**src/rtl/mem_burst_seq.sv**
```systemverilog
`timescale 1ns/1ps
`default_nettype none
// ============================================================================
// Module   : mem_burst_seq
// Purpose  : Burst sequencer in front of the memory controller. Accepts a
//            burst command (start address, word count, direction) and issues
//            one single-word sel/we/addr/wdata access at a time. It follows
//            the controller's ready handshake (1->0->1) and streams read data
//            back with backpressure.
// Ports    : clk_i, sys_rst_n_i        - clock, async active-low reset
//            cmd_valid_i/cmd_ready_o   - command handshake
//            cmd_we_i, cmd_addr_i, cmd_len_i (len = words - 1)
//            wr_valid_i/wr_ready_o/wr_data_i - write-data stream
//            rd_valid_o/rd_ready_i/rd_data_o - read-data stream
//            busy_o, done_o, err_o     - burst status (done/err are pulses)
//            mc_sel_o, mc_we_o, mc_addr_o, mc_wdata_o - controller request
//            mc_ready_i, mc_rdata_i    - controller status / read data
// Macro    : MEM_BURST_TIMEOUT_EN - enables the REQ timeout abort (err_o).
// Revision : 1.0 - initial release
// ============================================================================
module mem_burst_seq #(
   parameter int TIMEOUT     = 64,
   parameter int SEL_LOW_MIN = 2
) (
   input  logic        clk_i,
   input  logic        sys_rst_n_i,
   input  logic        cmd_valid_i,
   output logic        cmd_ready_o,
   input  logic        cmd_we_i,
   input  logic [7:0]  cmd_addr_i,
   input  logic [7:0]  cmd_len_i,
   input  logic        wr_valid_i,
   output logic        wr_ready_o,
   input  logic [15:0] wr_data_i,
   output logic        rd_valid_o,
   input  logic        rd_ready_i,
   output logic [15:0] rd_data_o,
   output logic        busy_o,
   output logic        done_o,
   output logic        err_o,
   output logic        mc_sel_o,
   output logic        mc_we_o,
   output logic [7:0]  mc_addr_o,
   output logic [15:0] mc_wdata_o,
   input  logic        mc_ready_i,
   input  logic [15:0] mc_rdata_i
);

   typedef enum logic [2:0] {
      ST_IDLE  = 3'd0,
      ST_FETCH = 3'd1,
      ST_REQ   = 3'd2,
      ST_WAIT  = 3'd3,
      ST_RESP  = 3'd4,
      ST_GAP   = 3'd5
   } state_t;

   localparam logic [7:0] GAP_MIN = 8'(SEL_LOW_MIN);

   state_t      state_q;
   logic [7:0]  cnt_q;       // words remaining after the current one
   logic [7:0]  gap_q;       // cycles mc_sel has been low, saturating
   logic        wr_ready_q;
   logic        rd_valid_q;
   logic [15:0] rd_data_q;
   logic        busy_q;
   logic        done_q;
   logic        mc_sel_q;
   logic        mc_we_q;     // doubles as the latched burst direction
   logic [7:0]  mc_addr_q;   // doubles as the running word address
   logic [15:0] mc_wdata_q;

`ifdef MEM_BURST_TIMEOUT_EN
   localparam int               TMO_W    = $clog2(TIMEOUT + 1);
   localparam logic [TMO_W-1:0] TMO_LAST = TMO_W'(TIMEOUT - 1);
   logic [TMO_W-1:0] tmo_q;
   logic             err_q;
`endif

   always_ff @(posedge clk_i or negedge sys_rst_n_i) begin
      if (!sys_rst_n_i) begin
         state_q    <= ST_IDLE;
         cnt_q      <= 8'd0;
         gap_q      <= 8'd0;
         wr_ready_q <= 1'b0;
         rd_valid_q <= 1'b0;
         rd_data_q  <= 16'd0;
         busy_q     <= 1'b0;
         done_q     <= 1'b0;
         mc_sel_q   <= 1'b0;
         mc_we_q    <= 1'b0;
         mc_addr_q  <= 8'd0;
         mc_wdata_q <= 16'd0;
`ifdef MEM_BURST_TIMEOUT_EN
         tmo_q      <= '0;
         err_q      <= 1'b0;
`endif
      end else begin
         done_q <= 1'b0;
`ifdef MEM_BURST_TIMEOUT_EN
         err_q  <= 1'b0;
         tmo_q  <= '0;   // only counts while in REQ
`endif
         case (state_q)
            ST_IDLE: begin
               if (cmd_valid_i) begin
                  mc_we_q   <= cmd_we_i;
                  mc_addr_q <= cmd_addr_i;
                  cnt_q     <= cmd_len_i;
                  busy_q    <= 1'b1;
                  if (cmd_we_i) begin
                     wr_ready_q <= 1'b1;
                     state_q    <= ST_FETCH;
                  end else begin
                     mc_sel_q <= 1'b1;
                     state_q  <= ST_REQ;
                  end
               end
            end
            ST_FETCH: begin
               if (wr_valid_i) begin
                  mc_wdata_q <= wr_data_i;
                  wr_ready_q <= 1'b0;
                  mc_sel_q   <= 1'b1;
                  state_q    <= ST_REQ;
               end
            end
            ST_REQ: begin
               // A high mc_ready here is stale; only its fall starts the word.
               if (!mc_ready_i) begin
                  state_q <= ST_WAIT;
               end
`ifdef MEM_BURST_TIMEOUT_EN
               else if (tmo_q == TMO_LAST) begin
                  mc_sel_q <= 1'b0;
                  done_q   <= 1'b1;
                  err_q    <= 1'b1;
                  busy_q   <= 1'b0;
                  state_q  <= ST_IDLE;
               end else begin
                  tmo_q <= tmo_q + 1'b1;
               end
`endif
            end
            ST_WAIT: begin
               if (mc_ready_i) begin
                  mc_sel_q <= 1'b0;
                  gap_q    <= 8'd1;  // first low cycle follows this edge
                  if (!mc_we_q) begin
                     rd_data_q  <= mc_rdata_i;
                     rd_valid_q <= 1'b1;
                     state_q    <= ST_RESP;
                  end else begin
                     state_q <= ST_GAP;
                  end
               end
            end
            ST_RESP: begin
               // Low time keeps accumulating while the consumer stalls.
               if (gap_q < GAP_MIN) gap_q <= gap_q + 8'd1;
               if (rd_ready_i) begin
                  rd_valid_q <= 1'b0;
                  state_q    <= ST_GAP;
               end
            end
            ST_GAP: begin
               if (gap_q >= GAP_MIN) begin
                  if (cnt_q == 8'd0) begin
                     done_q  <= 1'b1;
                     busy_q  <= 1'b0;
                     state_q <= ST_IDLE;
                  end else begin
                     mc_addr_q <= mc_addr_q + 8'd1;   // wraps 0xFF -> 0x00
                     cnt_q     <= cnt_q - 8'd1;
                     if (mc_we_q) begin
                        wr_ready_q <= 1'b1;
                        state_q    <= ST_FETCH;
                     end else begin
                        mc_sel_q <= 1'b1;
                        state_q  <= ST_REQ;
                     end
                  end
               end else begin
                  gap_q <= gap_q + 8'd1;
               end
            end
            default: state_q <= ST_IDLE;
         endcase
      end
   end

   assign cmd_ready_o = (state_q == ST_IDLE);
   assign wr_ready_o  = wr_ready_q;
   assign rd_valid_o  = rd_valid_q;
   assign rd_data_o   = rd_data_q;
   assign busy_o      = busy_q;
   assign done_o      = done_q;
   assign mc_sel_o    = mc_sel_q;
   assign mc_we_o     = mc_we_q;
   assign mc_addr_o   = mc_addr_q;
   assign mc_wdata_o  = mc_wdata_q;

`ifdef MEM_BURST_TIMEOUT_EN
   assign err_o = err_q;
`else
   assign err_o = 1'b0;
`endif

endmodule
`default_nettype wire

```
**config.mk**
```make
export PLATFORM = sky130hd
export DESIGN_NAME = mem_burst_seq
export DESIGN_NICKNAME = d
export VERILOG_FILES = /design/src/rtl/mem_burst_seq.sv
export SDC_FILE = /design/constraint.sdc
export NUM_CORES = 1
export LEC_CHECK = 0
export CAP_MARGIN = 20
export CELL_PAD_IN_SITES_DETAIL_PLACEMENT = 0
export CELL_PAD_IN_SITES_GLOBAL_PLACEMENT = 1
export CORE_UTILIZATION = 38
export CTS_CLUSTER_SIZE = 24
export DETAILED_ROUTE_END_ITERATION = 16
export PLACE_DENSITY = 0.95
export SYNTH_ARGS = -nofsm -noshare
export SYNTH_HDL_FRONTEND = slang
export SYNTH_SLANG_ARGS = --single-unit
```
**constraint.sdc**
```tcl
create_clock -name clk_i -period 4.1 [get_ports clk_i]
set_input_delay 0.615 -clock clk_i [delete_from_list [all_inputs] [get_ports clk_i]]
set_output_delay 0.615 -clock clk_i [all_outputs]
set_load 0.01 [all_outputs]
```
==> metrics.txt <==
FF+latch count, synth=65; DR vias/cell=5.33; Final setup violation count=0; arrival time reported for the critical path endpoint=3.01 ns; post-route ant nets=0; Layout Nets=436; unrepaired setup endpoints after global routing=false; number of cells on the worst reg-to-reg path=5; last weighted congestion value of the routability-driven placer=0.889; total chip power=0.00326 W; H-tree levels=3; Site Rows=32; cell count after synthesis=276; TritonCTS sink count=65; startpoint kind of the worst setup timing path=flop; Max transition margin=0.480; full die area=8560 um^2; share of layout cells above drive strength 1=0.118; cell chain of the critical path=and3b_1, and3_1, nor3_2, buf_4, mux2_2; type of the tightest min-delay check=input pin to asynchronous set/reset pin; vias in the first global route=2547; placed cell count=466; boundary pin count=103; quantity of gates resized following cts=0; clock slew at the register clock pins of the worst setup and hold paths=0.07 ns; die outline height=92.5 um; synthesized area divided by synthesized cell count=11.3 um^2; most instantiated flip-flop cell in the synthesis netlist=dfrtp_1; number of port buffers=101; number of CTS-inserted buffers=9; Data required, critical path=4.33 ns; maximum vdd ir drop=0.000439 V; total area of multi-input combinational cells=1370 um^2; post-route worst setup slack=1.32 ns; area after detailed placement=4210 um^2; GRT Overall Usage=0.184; final design instance area without fill=4460 um^2; Final Hold Fails=0; final wirelength=7490 um; Min Clock Period, post-route=2.78 ns; post-DP HPWL=5350 um; Final Non-Filler Cells=483; proportion of register bits with asynchronous set or reset after synthesis=1.00; worst slack, placed=1.37 ns; part of the cycle the worst path needs=0.678; highest clock rate=360 MHz; slowest stage delay, CP=0.75 ns; number of iterations in the first detailed-routing pass=4; slew at the pin closest to its max-slew limit=0.781 ns; first-pass GRT wire length=12200 um; number of hold buffers added after cts=0; antenna violations before repair=0; maximum net fanout on the critical path=25; kind of critical path=flop to flop; post-DR wirelength/cell=15.5 um; end of the worst register-to-register path=mc_addr_o[1]; layout-stage area growth over the synthesis result=43.1%; # Post-CTS Setup Buffers=0; number of antenna repair diodes=0; Congestion Overflow GR=0; fill cell count=640; startpoint of the most critical register-to-register path=state_q[2]; count of unresolved DRC violations after routing=0; result of the run=finished, final reports clean; Mapped Area=3110 um^2; syn nets=336; R2R setup slack=1.32 ns; distinct cell type count of the synthesized netlist=49; max-cap check violation count=0; largest net degree at the start of global routing=50; standard cell core area=7810 um^2; number of DRC violations after detailed-routing iteration 0=110; Crit. End Element=flop; setup total negative slack=0 ns; proportion of synthesized chip area in sequential cells=0.523; CTS root buffer=clkbuf_8; effective utilization at floorplan=0.399; total area of sequential cells=1630 um^2; maximum clock path buffer count=2; max-slew violation total from the final report=0; leakage power of the design=1.90 nW; clock tree from TritonCTS=built; slowest stage cell, crit path=and3b_1; worst clock skew=0.00551 ns; via count=2574; Yosys warnings=0; clock latency at the later pin of the worst-skew pair=0.34 ns; die boundary width=92.5 um; total power density per cell area=731 nW/um^2; number of enable flip-flop cells after synthesis=0
## state kept, by name, summed over array words and instances (netlist names), 3 cells and up
name / count
mc_wdata_o: 16
rd_data_o: 16
cnt_q: 8
gap_q: 8
mc_addr_o: 8
state_q: 3
## placed cells by master, fill, tap and decap left out, types with 3 or more instances in the layout
master             n
o21ai_1            6
and2_1             5
mux2_2            17
nand2_1           13
dfrtp_1           65
nand4_1            4
o31ai_1            3
buf_4              6
a22oi_1            3
mux2_1            19
nor3_1             7
inv_1              9
and3_1             6
nor4_1            11
clkbuf_8          11
nor2_1            12
a2bb2oi_1          9
a31oi_1            3
nand3_1            7
o41ai_1            3
o21ai_0            8
clkdlybuf4s50_1  100
a21oi_1           11
ha_1               5
## how the worst max path moves through the flow
stage | from | endpoint | slack, ns | cells after the start
2_1_floorplan | cnt_q[0] | cnt_q[1] | 2.16 | 8
3_3_place_gp | state_q[2] | mc_addr_o[1] | 1.44 | 5
3_5_place_dp | state_q[2] | mc_addr_o[1] | 1.37 | 5
4_1_cts | state_q[2] | mc_addr_o[1] | 1.36 | 5
5_1_grt | state_q[2] | mc_addr_o[1] | 1.18 | 5
6_report | state_q[2] | mc_addr_o[1] | 1.32 | 5
## cell type report
cell class | instances | area share
multi-input combinational | 183 | 0.307
tap | 102 | 0.0286
clock inverter | 5 | 0.0174
timing repair buffer | 108 | 0.240
sequential | 65 | 0.365
inverter | 9 | 0.00758
clock buffer | 11 | 0.0340
## Yosys cell counts, drive strengths merged (4+ instances only)
library cell	count	share of area
nor3	8	0.014
dfrtp	65	0.52
ha	5	0.020
nand4	4	0.0080
nor2	12	0.014
mux2	37	0.14
clkbuf	4	0.0048
inv	9	0.011
buf	15	0.027
a2bb2oi	9	0.025
o21ai	14	0.023
a21oi	11	0.018
nand2	13	0.016
and3	6	0.012
nor4	11	0.022
nand3	7	0.011
and2	5	0.010
## kinds of logic after synthesis
kind of cell | share of synthesized area
AND/OR/NAND/NOR | 0.144
flip-flops | 0.523
AO/OA/AOI/OAI | 0.131
multiplexers | 0.135
buffers and inverters | 0.0430
adder cells (fa/ha/maj) | 0.0201
other | 0.00120
XOR/XNOR | 0.00281
## worst max-delay path, delay by kind of cell, from the launching register on
| family | cells | cell delay, ns |
|---|---|---|
| multiplexers | 1 | 0.27 |
| flip-flops | 1 | 0.67 |
| buffers and inverters | 1 | 0.20 |
| AND/OR/NAND/NOR | 3 | 1.52 |
## per-layer routing
layer / routed length (um) / share of wire / vias up / global-route usage
met4: 164 / 0.022 / 0 / 0.0885
met2: 3530 / 0.47 / 103 / 0.290
met3: 583 / 0.078 / 14 / 0.0575
met1: 3210 / 0.43 / 1233 / 0.228
met5: 0 / 0 / - / 0
li1: - / - / 1224 / -
## power by group
group	total, W	internal [W]	switching, W	leakage (nW)
registers	0.00118	0.000926	0.000250	0.776
clock network	0.000621	0.000373	0.000248	0.115
logic	0.00146	0.000846	0.000616	1.01
total	0.00326	0.00214	0.00111	1.90
## stage by stage
step | hold slack (ns) | utilization
global route | 0.245 | 0.571
CTS | 0.491 | 0.568
finish | 0.224 | 0.571
floorplan | 0.319 | -
global placement | 0.461 | 0.539
detailed placement | 0.466 | 0.539
(Power assumes the default switching activity.)
